### src/rtl/display_share_scheduler.sv
// Round-robin owner of a shared multiplexed 7-segment display; handover only at frame end.
// Optional build macro SEG_LEADING_ZERO_BLANK_EN turns off digits above the owner's top non-zero digit.
//   state | meaning
//   IDLE  | no owner, display blanked
//   SHOW  | owner granted, scanning one digit per tick
module display_share_scheduler #(
   parameter int NUM_REQ      = 2,
   parameter int NUM_SEGMENTS = 8,
   parameter int CLK_PER      = 10,
   parameter int REFR_RATE    = 1000,
   parameter int DWELL_FRAMES = 250
) (
   input  logic                                clk,
   input  logic                                reset,
   input  logic [NUM_REQ-1:0]                  req,
   input  logic [NUM_REQ*NUM_SEGMENTS*4-1:0]   value,
   input  logic                                hold,
   output logic [NUM_REQ-1:0]                  grant,
   output logic [NUM_SEGMENTS-1:0]             anode,
   output logic [7:0]                          cathode
);
   localparam int     NS       = NUM_SEGMENTS;
   localparam longint TICK_RAW = 64'd1_000_000_000 / (longint'(CLK_PER) * longint'(REFR_RATE));
   localparam int     TICK_CYC = (TICK_RAW < 1) ? 1 : int'(TICK_RAW);
   localparam int     TW       = (TICK_CYC > 1) ? $clog2(TICK_CYC) : 1;
   localparam int     IW       = $clog2(NS);
   localparam int     OW       = (NUM_REQ > 1) ? $clog2(NUM_REQ) : 1;
   localparam int     DW       = (DWELL_FRAMES > 0) ? $clog2(DWELL_FRAMES + 1) : 1;

   typedef enum logic {ST_IDLE, ST_SHOW} state_t;

   state_t          state_q, state_d;
   logic [OW-1:0]   owner_q, owner_d;
   logic [OW-1:0]   rr_q, rr_d;
   logic [IW-1:0]   idx_q, idx_d;
   logic [TW-1:0]   tick_q, tick_d;
   logic [DW-1:0]   dwell_q, dwell_d, dwell_inc;
   logic [NS-1:0]   anode_q, anode_d;
   logic [7:0]      cathode_q, cathode_d;
   logic            tick, load;
   logic [OW:0]     pick_idle, pick_next;
   logic [NS*4-1:0] ov;
   logic [3:0]      dig;
`ifdef SEG_LEADING_ZERO_BLANK_EN
   logic [IW-1:0]   msd;
`endif

   function automatic logic [7:0] hex7seg(input logic [3:0] d);
      logic [7:0] s;
      case (d)
         4'h0: s = 8'hC0;  4'h1: s = 8'hF9;  4'h2: s = 8'hA4;  4'h3: s = 8'hB0;
         4'h4: s = 8'h99;  4'h5: s = 8'h92;  4'h6: s = 8'h82;  4'h7: s = 8'hF8;
         4'h8: s = 8'h80;  4'h9: s = 8'h90;  4'hA: s = 8'h88;  4'hB: s = 8'h83;
         4'hC: s = 8'hC6;  4'hD: s = 8'hA1;  4'hE: s = 8'h86;  default: s = 8'h8E;
      endcase
      return s;
   endfunction

   // Returns {found, index} of the first set request in span slots starting at base (wrapping).
   function automatic logic [OW:0] rr_pick(input logic [NUM_REQ-1:0] r, input int base, input int span);
      logic [OW:0] res;
      int          c;
      res = '0;
      for (int k = 0; k < span; k++) begin
         c = (base + k) % NUM_REQ;
         if (!res[OW] && r[c]) res = {1'b1, OW'(c)};
      end
      return res;
   endfunction

   function automatic logic [OW-1:0] after(input logic [OW-1:0] o);
      return OW'((int'(o) + 1) % NUM_REQ);
   endfunction

   assign tick = (state_q == ST_SHOW) && (tick_q == TW'(TICK_CYC - 1));

   always_comb begin
      state_d   = state_q;
      owner_d   = owner_q;
      rr_d      = rr_q;
      idx_d     = idx_q;
      tick_d    = tick_q;
      dwell_d   = dwell_q;
      anode_d   = anode_q;
      cathode_d = cathode_q;
      load      = 1'b0;
      dwell_inc = (dwell_q == DW'(DWELL_FRAMES)) ? dwell_q : dwell_q + DW'(1);
      pick_idle = rr_pick(req, int'(rr_q), NUM_REQ);
      pick_next = rr_pick(req, int'(owner_q) + 1, NUM_REQ - 1);

      case (state_q)
         ST_IDLE: begin
            if (|req) begin
               state_d = ST_SHOW;
               owner_d = pick_idle[OW-1:0];
               rr_d    = after(pick_idle[OW-1:0]);
               idx_d   = '0;
               tick_d  = '0;
               dwell_d = '0;
               load    = 1'b1;
            end
         end
         ST_SHOW: begin
            if (!tick) begin
               tick_d = tick_q + TW'(1);
            end else begin
               tick_d = '0;
               load   = 1'b1;
               if (idx_q != IW'(NS - 1)) begin
                  idx_d = idx_q + IW'(1);
               end else begin
                  idx_d = '0;
                  // Owner release takes precedence over dwell expiry at the same frame end.
                  if (!req[owner_q]) begin
                     dwell_d = '0;
                     if (pick_next[OW]) begin
                        owner_d = pick_next[OW-1:0];
                        rr_d    = after(pick_next[OW-1:0]);
                     end else begin
                        state_d = ST_IDLE;
                     end
                  end else if ((dwell_inc == DW'(DWELL_FRAMES)) && !hold && pick_next[OW]) begin
                     owner_d = pick_next[OW-1:0];
                     rr_d    = after(pick_next[OW-1:0]);
                     dwell_d = '0;
                  end else begin
                     dwell_d = dwell_inc;
                  end
               end
            end
         end
         default: state_d = ST_IDLE;
      endcase

      ov = '0;
      for (int r = 0; r < NUM_REQ; r++)
         if (owner_d == OW'(r)) ov = value[r*NS*4 +: NS*4];
      dig = '0;
`ifdef SEG_LEADING_ZERO_BLANK_EN
      msd = '0;
`endif
      for (int j = 0; j < NS; j++) begin
         if (idx_d == IW'(j)) dig = ov[j*4 +: 4];
`ifdef SEG_LEADING_ZERO_BLANK_EN
         if (ov[j*4 +: 4] != 4'h0) msd = IW'(j);
`endif
      end

      if (state_d == ST_IDLE) begin
         anode_d   = '1;
         cathode_d = 8'hFF;
      end else if (load) begin
         cathode_d = hex7seg(dig);
`ifdef SEG_LEADING_ZERO_BLANK_EN
         anode_d   = (idx_d <= msd) ? ~({{(NS-1){1'b0}}, 1'b1} << idx_d) : '1;
`else
         anode_d   = ~({{(NS-1){1'b0}}, 1'b1} << idx_d);
`endif
      end
   end

   always_ff @(posedge clk) begin
      if (reset) begin
         state_q   <= ST_IDLE;
         owner_q   <= '0;
         rr_q      <= '0;
         idx_q     <= '0;
         tick_q    <= '0;
         dwell_q   <= '0;
         anode_q   <= '1;
         cathode_q <= 8'hFF;
      end else begin
         state_q   <= state_d;
         owner_q   <= owner_d;
         rr_q      <= rr_d;
         idx_q     <= idx_d;
         tick_q    <= tick_d;
         dwell_q   <= dwell_d;
         anode_q   <= anode_d;
         cathode_q <= cathode_d;
      end
   end

   always_comb begin
      grant = '0;
      if (state_q == ST_SHOW)
         for (int r = 0; r < NUM_REQ; r++)
            if (owner_q == OW'(r)) grant[r] = 1'b1;
   end

   assign anode   = anode_q;
   assign cathode = cathode_q;

endmodule

### config.mk
export PLATFORM = sky130hd
export DESIGN_NAME = display_share_scheduler
export DESIGN_NICKNAME = d
export VERILOG_FILES = /design/src/rtl/display_share_scheduler.sv
export SDC_FILE = /design/constraint.sdc
export NUM_CORES = 1
export LEC_CHECK = 0
export CORE_ASPECT_RATIO = 1.5
export CORE_UTILIZATION = 50
export CTS_CLUSTER_DIAMETER = 60
export CTS_CLUSTER_SIZE = 10
export DETAILED_ROUTE_END_ITERATION = 10
export GPL_TIMING_DRIVEN = 0
export HOLD_SLACK_MARGIN = 0.06
export PLACE_DENSITY = 0.79
export RECOVER_POWER = 25
export SYNTH_ARGS = -nofsm -noshare
export SYNTH_HDL_FRONTEND = slang
export SYNTH_SLANG_ARGS = --single-unit
### constraint.sdc
create_clock -name clk -period 8.2 [get_ports clk]
set_clock_uncertainty 0.1 [all_clocks]
set_input_delay 1.64 -clock clk [delete_from_list [all_inputs] [get_ports clk]]
set_output_delay 1.64 -clock clk [all_outputs]
set_load 0.03 [all_outputs]
==> impl_metrics.sql <==
INSERT INTO impl_metrics (metric_group, metric, value, unit) VALUES
('synth', 'synth_top_cells_by_count', 'sky130_fd_sc_hd__nor2_1, sky130_fd_sc_hd__nand2_1, sky130_fd_sc_hd__dfxtp_1, sky130_fd_sc_hd__a21oi_1, sky130_fd_sc_hd__o21ai_0', ''),
('global_routing', 'grt.met1_usage', '29.2', '%'),
('setup_path', 'critPathMaxFanout', '10', ''),
('setup_path', 'critPathSlowestCell', 'sky130_fd_sc_hd__nor3_1', ''),
('setup_path', 'timing.critical_path.to_type', 'flip-flop', ''),
('synth', 'mappedNetlistNets', '531', ''),
('clock_tree', 'root_driver', 'sky130_fd_sc_hd__clkbuf_8', ''),
('layout', 'stdcell_area', '4530', 'um^2'),
('global_routing', 'grt_max_degree', '15', ''),
('synth', 'post-synth-top-area-fraction', '26.2', '%'),
('setup_path', 'cp.buffers_inverters', '3', ''),
('layout', 'fin_nets', '622', ''),
('sta', 'worst_pin_slew', '0.931', 'ns'),
('place', 'routabilityCongestion', '1.01', ''),
('place', 'port_buffers', '84', ''),
('setup_path', 'crit_required', '8.27', 'ns'),
('flow_run', 'max_cap_viol_count', '0', ''),
('clock_tree', 'clock_sinks', '46', ''),
('drt', 'vias', '3851', ''),
('clock_tree', 'cts_setup_buffers', '0', ''),
('layout', 'layout-drive-gt1-share', '7.73', '%'),
('synth', 'ys_top_cells_by_area', 'sky130_fd_sc_hd__dfxtp_1, sky130_fd_sc_hd__nor2_1, sky130_fd_sc_hd__nand2_1', ''),
('global_routing', 'grtUsageTotal', '28.3', '%'),
('drt', 'drc', '0', ''),
('setup_path', 'worstSetupPathType', 'primary input to flip-flop', ''),
('global_routing', 'groute.layer.met2.usage', '51.8', '%'),
('layout', 'area_growth', '29.2', '%'),
('die', 'io_pins', '87', ''),
('drt', 'residual_antenna_violating_net_count_after_detailed_routing', '0', ''),
('drt', 'detailedRoute.firstIterationViolations', '219', ''),
('synth', 'yosysTopAreaCell', 'sky130_fd_sc_hd__dfxtp_1', ''),
('clock_tree', 'cts.clk_slew.worst_paths', '0.08', 'ns'),
('global_routing', 'antenna_found_initial', '0', ''),
('global_routing', 'grt-busiest-layer', 'met2', ''),
('layout', 'antenna-diode-count', '0', ''),
('drt', 'drt_first_pass_iters', '5', ''),
('sta', 'final_period_minus_worst_setup_slack', '5.92', 'ns'),
('die', 'die_height', '105', 'um'),
('setup_path', 'worst_path_dominant_cell_family', 'simple AND/OR/NAND/NOR gates', ''),
('setup_path', 'critPathLaunchType', 'primary input', ''),
('place', 'placed_area', '4450', 'um^2'),
('worst_hold_path', 'worstHoldPathType', 'flip-flop to flip-flop', ''),
('synth', 'synthesis.area', '3510', 'um^2'),
('setup_path', 'worstPathArrival', '5.99', 'ns'),
('die', 'effective_utilization_at_floorplan', '51.6', '%'),
('synth', 'syn_avg_cell_area', '7.78', 'um^2'),
('status', 'run_status', 'finished clean', ''),
('drt', 'detail_route.wl_per_cell', '16.5', 'um'),
('sta', 'min_period_over_period', '72.2', '%'),
('setup_path', 'cell_by_cell_trace_of_the_critical_path', 'dlygate4sd3_1 > nor3_1 > a22oi_1 > nor3_1 > nor3_1 > a211oi_2 > inv_1 > ha_1 > inv_1 > a21oi_1 > a2111oi_0 > o31ai_1', ''),
('global_routing', 'grt_pass1_vias', '3766', ''),
('clock_tree', 'cts.hold.buffers_added', '0', ''),
('sta', 'setup-violations-final', '0', ''),
('clock_tree', 'clock_tree.htree_level_count', '2', ''),
('drt', 'vias_cell', '6.20', ''),
('setup_path', 'critical_path.most_common_cell', 'sky130_fd_sc_hd__nor3_1', ''),
('layout', 'stdcell_count', '621', ''),
('place', 'place_hpwl', '7880', 'um'),
('power', 'design_power_total', '554', 'uW'),
('clock_tree', 'numCtsBuffers', '5', ''),
('synth', 'synth-edff-count', '0', ''),
('clock_tree', 'worstSkewPairLatency', '0.31', 'ns'),
('die', 'standard_cell_core_area', '6810', 'um^2'),
('clock_tree', 'cts.repair.resized', '0', ''),
('sta', 'grt_setup_unrepaired', 'no', ''),
('die', 'die_width', '70.4', 'um'),
('global_routing', 'grt_first_pass_wirelength', '17000', 'um'),
('synth', 'ys_ff_latch', '46', ''),
('clock_tree', 'clock_tree.buffer_depth', '2', ''),
('synth', 'synth_warnings', '0', ''),
('sta', 'fmax_achieved', '169', 'MHz');
through the flow:
step	utilization, %	hold WS (ns)	worst slack [ns]
after floorplan	-	0.363	3.32
after global placement	65.4	0.372	2.22
after detailed placement	65.4	0.371	2.10
after CTS	66.6	0.393	2.42
after global routing	66.6	0.424	2.07
final	66.6	0.388	2.28
registers in the layout (all words and copies together), names as in the netlist:
signal,flops
state_q,1
dwell_q,8
idx_q,3
owner_q,1
tick_q,17
rr_q,1
anode,8
cathode,7
cell families after synthesis:
logic type	after synthesis	synth area share, %
adders and majority gates	11	3.92
and+or+nand+nor	202	29.9
muxes	19	5.85
AOI/OAI and AO/OA	129	27.5
DFF	46	26.2
buffers and inverters	41	6.02
xor gates and xnor gates	2	0.499
other	1	0.107
worst reg2reg max path, cell delays in order (launching register included):
cell,delay (ns)
sky130_fd_sc_hd__dfxtp_1,0.44
sky130_fd_sc_hd__ha_1,0.17
sky130_fd_sc_hd__clkbuf_1,0.29
sky130_fd_sc_hd__and3b_1,0.22
sky130_fd_sc_hd__o221ai_1,0.11
sky130_fd_sc_hd__a2111o_1,0.45
sky130_fd_sc_hd__a2111o_1,0.52
sky130_fd_sc_hd__o211ai_4,0.18
sky130_fd_sc_hd__buf_2,0.30
sky130_fd_sc_hd__mux2i_1,0.22
sky130_fd_sc_hd__o22ai_1,0.09
sky130_fd_sc_hd__a211oi_2,0.43
sky130_fd_sc_hd__inv_1,0.16
sky130_fd_sc_hd__ha_1,0.21
sky130_fd_sc_hd__inv_1,0.08
sky130_fd_sc_hd__a21oi_1,0.07
sky130_fd_sc_hd__a2111oi_0,0.41
sky130_fd_sc_hd__o31ai_1,0.14
area by class of cell:
type,instances,area [um^2]
Buffer,26,155
Clock buffer,6,72.6
Clock inverter,2,13.8
Fill cell,603,2270
Inverter,15,56.3
Multi-Input combinational cell,364,2380
Sequential cell,46,921
Tap cell,78,97.6
Timing Repair Buffer,84,841
worst paths after layout:
check,start,cells past startpoint,to,slack (ns)
worst max-delay path,req[0],12,cathode[6]$_SDFFE_PP1P_,2.28
worst min-delay path,anode[7]$_SDFFE_PP1P_,2,anode[7]$_SDFFE_PP1P_,0.39
worst max register to register,dwell_q[0]$_SDFFE_PP0P_,17,cathode[6]$_SDFFE_PP1P_,3.47
worst min register to register,anode[7]$_SDFFE_PP1P_,2,anode[7]$_SDFFE_PP1P_,0.39
metal layers:
layer / part of all wire, % / vias to the layer above
li1: - / 1862
met1: 38 / 1794
met2: 52 / 153
met3: 5.0 / 42
met4: 4.3 / 0
met5: 0 / -
power by group:
| part | total (uW) | internal (uW) | switching, uW |
|---|---|---|---|
| combinational | 175 | 82.3 | 92.8 |
| sequential | 237 | 232 | 5.32 |
| clock | 142 | 60.3 | 81.8 |
| total | 554 | 374 | 180 |
layout by cell type (no fill, tap or decap), drive strengths merged, types with 5 or more instances in the layout:
master / count
nand2: 51
dlygate4sd3: 13
dfxtp: 46
clkbuf: 19
clkdlybuf4s50: 71
and3: 15
o21ai: 26
mux2: 6
a31oi: 6
buf: 13
o211ai: 6
a211oi: 5
or3: 8
nand3: 18
nor3: 23
a22oi: 7
mux2i: 13
ha: 11
nor2: 54
inv: 15
a21oi: 29
Note: power is estimated with default switching activity, not from simulation.
